$ cat config.mk
export PLATFORM = sky130hd
export DESIGN_NAME = fetch_unit
export DESIGN_NICKNAME = d
export VERILOG_FILES = /design/src/rtl/fetch_unit.sv
export SDC_FILE = /design/constraint.sdc
export NUM_CORES = 1
export LEC_CHECK = 0
export ABC_AREA = 0
export ABC_CLOCK_PERIOD_IN_PS = 3400
export CAP_MARGIN = 20
export CORE_MARGIN = 5
export CORE_UTILIZATION = 30
export DETAILED_ROUTE_END_ITERATION = 12
export SLEW_MARGIN = 5
export SYNTH_ARGS = -nofsm -noshare
export SYNTH_HDL_FRONTEND = slang
export SYNTH_SLANG_ARGS = --single-unit
export TNS_END_PERCENT = 50
$ cat constraint.sdc
create_clock -name clk -period 3.4 [get_ports clk]
set_clock_uncertainty 0.05 [all_clocks]
set_input_delay 0.34 -clock clk [delete_from_list [all_inputs] [get_ports clk]]
set_output_delay 0.34 -clock clk [all_outputs]
set_load 0.02 [all_outputs]
$ cat src/rtl/fetch_unit.sv
// Instruction-fetch / PC-sequencing stage: fetches one word per instruction over a
// req/valid handshake and picks the next PC on commit. Optional: FETCH_PERF_CNT_EN.
module fetch_unit #(
  parameter logic [31:0] RESET_PC = 32'h0000_0000,
  parameter int          IMEM_AW  = 30
) (
  input  logic               clk,
  input  logic               rst,
  output logic               imem_req,
  output logic [IMEM_AW-1:0] imem_addr,
  input  logic [31:0]        imem_rdata,
  input  logic               imem_valid,
  output logic [31:0]        instr,
  output logic               instr_valid,
  output logic [5:0]         opcode,
  output logic [5:0]         funct,
  output logic [31:0]        pc,
  output logic [31:0]        pc_plus4,
  input  logic               jump,
  input  logic               branch,
  input  logic               nequal,
  input  logic               jr,
  input  logic               zero,
  input  logic [31:0]        rs_data,
  input  logic               commit
`ifdef FETCH_PERF_CNT_EN
  ,
  output logic [31:0]        retired_cnt,
  output logic [31:0]        redirect_cnt
`endif
);

  typedef enum logic {S_FETCH, S_EXEC} state_t;

  state_t      state, state_nxt;
  logic        req_armed;
  logic [31:0] pc_p0;
  logic [31:0] instr_p0;
  logic [31:0] next_pc;
  logic        take_fetch;
  logic        take_commit;
  logic        unused_rs_lsb;

  function automatic logic signed [31:0] branch_offset(input logic [15:0] imm);
    return {{14{imm[15]}}, imm, 2'b00};
  endfunction

  function automatic logic [31:0] jump_target(input logic [31:0] seq_pc,
                                              input logic [25:0] idx);
    return {seq_pc[31:28], idx, 2'b00};
  endfunction

  assign unused_rs_lsb = ^rs_data[1:0];

  assign pc        = pc_p0;
  assign instr     = instr_p0;
  assign pc_plus4  = pc_p0 + 32'd4;
  assign imem_addr = pc_p0[IMEM_AW+1:2];
  assign opcode    = instr_p0[31:26];
  assign funct     = instr_p0[5:0];

  always_comb begin
    next_pc = pc_plus4;
    if (jr)
      next_pc = {rs_data[31:2], 2'b00};
    else if (jump)
      next_pc = jump_target(pc_plus4, instr_p0[25:0]);
    else if (branch && (zero ^ nequal))
      next_pc = pc_plus4 + $unsigned(branch_offset(instr_p0[15:0]));
  end

  always_comb begin
    state_nxt   = state;
    take_fetch  = 1'b0;
    take_commit = 1'b0;
    imem_req    = 1'b0;
    instr_valid = 1'b0;
    case (state)
      S_FETCH: begin
        // First request after reset is held off one cycle by req_armed.
        imem_req = req_armed;
        if (imem_valid) begin
          take_fetch = 1'b1;
          state_nxt  = S_EXEC;
        end
      end
      S_EXEC: begin
        instr_valid = 1'b1;
        if (commit) begin
          take_commit = 1'b1;
          state_nxt   = S_FETCH;
        end
      end
      default: state_nxt = S_FETCH;
    endcase
  end

  // ---- state / instruction register / PC ----
  always_ff @(posedge clk) begin
    if (rst) begin
      state     <= S_FETCH;
      req_armed <= 1'b0;
      pc_p0     <= RESET_PC;
      instr_p0  <= 32'd0;
    end else begin
      state     <= state_nxt;
      req_armed <= 1'b1;
      if (take_fetch)
        instr_p0 <= imem_rdata;
      if (take_commit)
        pc_p0 <= next_pc;
    end
  end

`ifdef FETCH_PERF_CNT_EN
  // ---- performance counters ----
  always_ff @(posedge clk) begin
    if (rst) begin
      retired_cnt  <= 32'd0;
      redirect_cnt <= 32'd0;
    end else if (take_commit) begin
      retired_cnt <= retired_cnt + 32'd1;
      if (next_pc != pc_plus4)
        redirect_cnt <= redirect_cnt + 32'd1;
    end
  end
`endif

endmodule

==> impl_metrics.toml <==
[detailed_routing]
ant_nets = 0
drc = 0
drtPass1Iterations = 5
routed_wl_mm = 21.1
vias_per_cell = 5.01
vias = 5884
wl_per_cell_um = 18.0
drt_iter0_drc = 417

[cts]
cts_sinks = 64
clk_pin_slew_ns = 0.06
h-tree-depth = 3
cts_tree = "yes"
cts_buffer_depth = 2
cts_root_buf = "clkbuf_16"
worstSkewPairLatency_ns = 0.34
cts-buffers-inserted = 9

[worst_setup_path]
reg2reg_slack_ns = -0.13
path_max_fanout = 4
worst_ep_arrival_time_ns = 3.73
r2r_cells = 16
critPathKind = "reg2reg"
cp-end-kind = "flip-flop"
worstSetupStartpointType = "flip-flop"
worstPathRequired_ns = 3.60

[layout]
most-common-layout-cells = "clkdlybuf4s50_1, buf_4, nand2_1"
fin_nets = 1060
multi_input_area_um2 = 3850
num_antenna_cells = 0
num-fill-cells = 1621
post-route-cell-area_um2 = 8800
synthToLayoutAreaGrowth_pct = 71.1
layout-drive-gt1-share_pct = 23.9
fin_util_pct = 52.7
regArea_um2 = 1330
layout_commonest_cell = "clkdlybuf4s50_1"

[timing]
rsz0062_at_grt = "true"
setup_violations = 3
worst_pin_slew_ns = 0.662
post-route-min-period_ns = 3.53
fin_crit_sh_pct = 104
final_hold_viol_count = 0
setup_ws_ns = -0.129
maxSlewHeadroom_pct = 55.7
drv_slew = 0
max_freq_mhz = 283

[floorplanning]
rows = 47
pin_count = 213
fp.dieW_um = 141
core_area_um2 = 16700
initial_core_util_pct = 30.8
dieHeight_um = 141
dieArea_um2 = 19900

[logic_synthesis]
synth_flop_cell = "dfxtp_1"
synth_seq_cells = 64
async_flop_share_pct = 0
synth-edff-count = 0
synth.avg_cell_area_um2 = 7.60
yosysSeqAreaShare_pct = 24.9
synthCells = 677
yosys_warnings = 0
synth_area_um2 = 5140
synth_cell_types = 62

[pwr]
switchingPower_w = 0.000783
p_leak_nw = 3.56
pwr-share-seq_pct = 33.7
comb_power_share_pct = 30.2
p_int_w = 0.00168
power_density_nw_per_um2 = 280
p_clk_share_pct = 36.1
ir_drop_mv = 0.243
sw_frac_of_total_pct = 31.8

[grt]
grt-ovfl-total = 0
grt_max_degree = 34
grt_pass1_wl_mm = 32.1
grt.met2_usage_pct = 32.8
antenna_found_initial = 0
top_usage_layer = "met2"
grt_usage_pct = 20.7
grtUsageMet3_pct = 4.30
use_met1_pct = 28.6
grt_pass1_vias = 5665

[status]
status = "complete, but fails checks"
failed_checks = "negative setup slack"

[placement]
placed_cell_area_um2 = 8270
place_ws_ns = -0.161
place_congestion = 0.933
dp_hpwl_mm = 16.9
port_buffers = 206

[min_path]
hp-class = "reg2reg"
min_delay_path_depth = 2

[job]
cap_violations = 0
## through the flow
stage	total power (W)	instances	hold slack, ns	TNS [ns]
after floorplan	0.00121	680	0.400	-0.169
after global placement	0.00157	1155	0.408	-0.168
after detailed placement	0.00157	1155	0.418	-0.389
after CTS	0.00248	1172	0.426	-0.0967
after global routing	0.00258	1174	0.442	-1.60
final	0.00246	1174	0.423	-0.195
## final cells by class
cell class	count	share of cell area, %
multi-input cells	530	43.8
repair buffers	331	34.2
flip-flops and latches	64	15.1
well taps	220	3.13
clock buffers	10	2.84
inverters	14	0.597
clock inverters	5	0.355
## worst paths after layout
kind         startpoint   endpoint
min           instr[29]  instr[29]
max reg2reg       pc[2]     pc[31]
max               pc[2]     pc[31]
min reg2reg   instr[29]  instr[29]
## state kept, by name, summed over array words and instances (netlist names)
signal	count
instr	32
pc	30
state	1
req_armed	1
## power by group through the flow
stage               sequential, W  clock, W  combinational [W]
floorplan                0.000888         0           0.000325
global placement         0.000843         0           0.000726
detailed placement       0.000843         0           0.000727
CTS                      0.000828  0.000914           0.000737
global route             0.000836  0.000945           0.000799
finish                   0.000830  0.000889           0.000744
## cell usage after synthesis (6+ instances only)
master,n,area [um2]
nand2_1,122,458
a21oi_1,73,365
dfxtp_1,64,1280
buf_4,46,345
ha_1,36,450
nor2_1,36,135
xnor2_1,33,289
o21ai_0,28,140
clkbuf_1,22,82.6
xor2_1,21,184
inv_1,14,52.6
nand3_1,13,65.1
nor3_1,12,60.1
o211ai_1,12,90.1
a21o_1,11,82.6
o21bai_1,10,75.1
a22o_1,9,78.8
nand4_1,8,50.1
o21ai_1,8,40.0
a222oi_1,7,70.1
and3_1,7,43.8
a22oi_1,6,45.0
nor2b_1,6,37.5
## worst max-delay path, stage by stage (launching register included)
cell	delay, ns
dfxtp_4	0.37
ha_4	0.15
nand3_4	0.08
nor2_4	0.17
nand3_4	0.10
nor2_4	0.21
and3_4	0.26
xor2_4	0.08
ha_4	0.27
nand4_1	0.13
or2_1	0.28
or4b_4	0.58
nand3_4	0.09
a41oi_2	0.14
xnor2_2	0.17
and3_1	0.16
o31ai_1	0.17
## kinds of logic after synthesis
family / count (synthesis) / synth area share [%]
and+or+nand+nor: 231 / 20.6
AOI/OAI and AO/OA: 202 / 26.1
buffers and inverters: 86 / 9.66
DFF: 64 / 24.9
xor gates and xnor gates: 54 / 9.19
adders and majority gates: 37 / 9.15
muxes: 2 / 0.389
other: 1 / 0.0729
## timing repair
| action | 4_1_cts | 5_1_grt |
|---|---|---|
| hold buffers | 0 | 0 |
| setup buffers | 2 | 2 |
| pin swaps | 15 | 17 |
| gates resized for setup | 18 | 23 |
| setup endpoints to repair | 10 | 17 |
## metal layers
metal,vias to the layer above,share of wire [%]
li1,2922,-
met1,2743,47
met2,191,46
met3,28,5.8
met4,0,2.1
met5,-,0
Note: power is estimated with default switching activity, not from simulation.
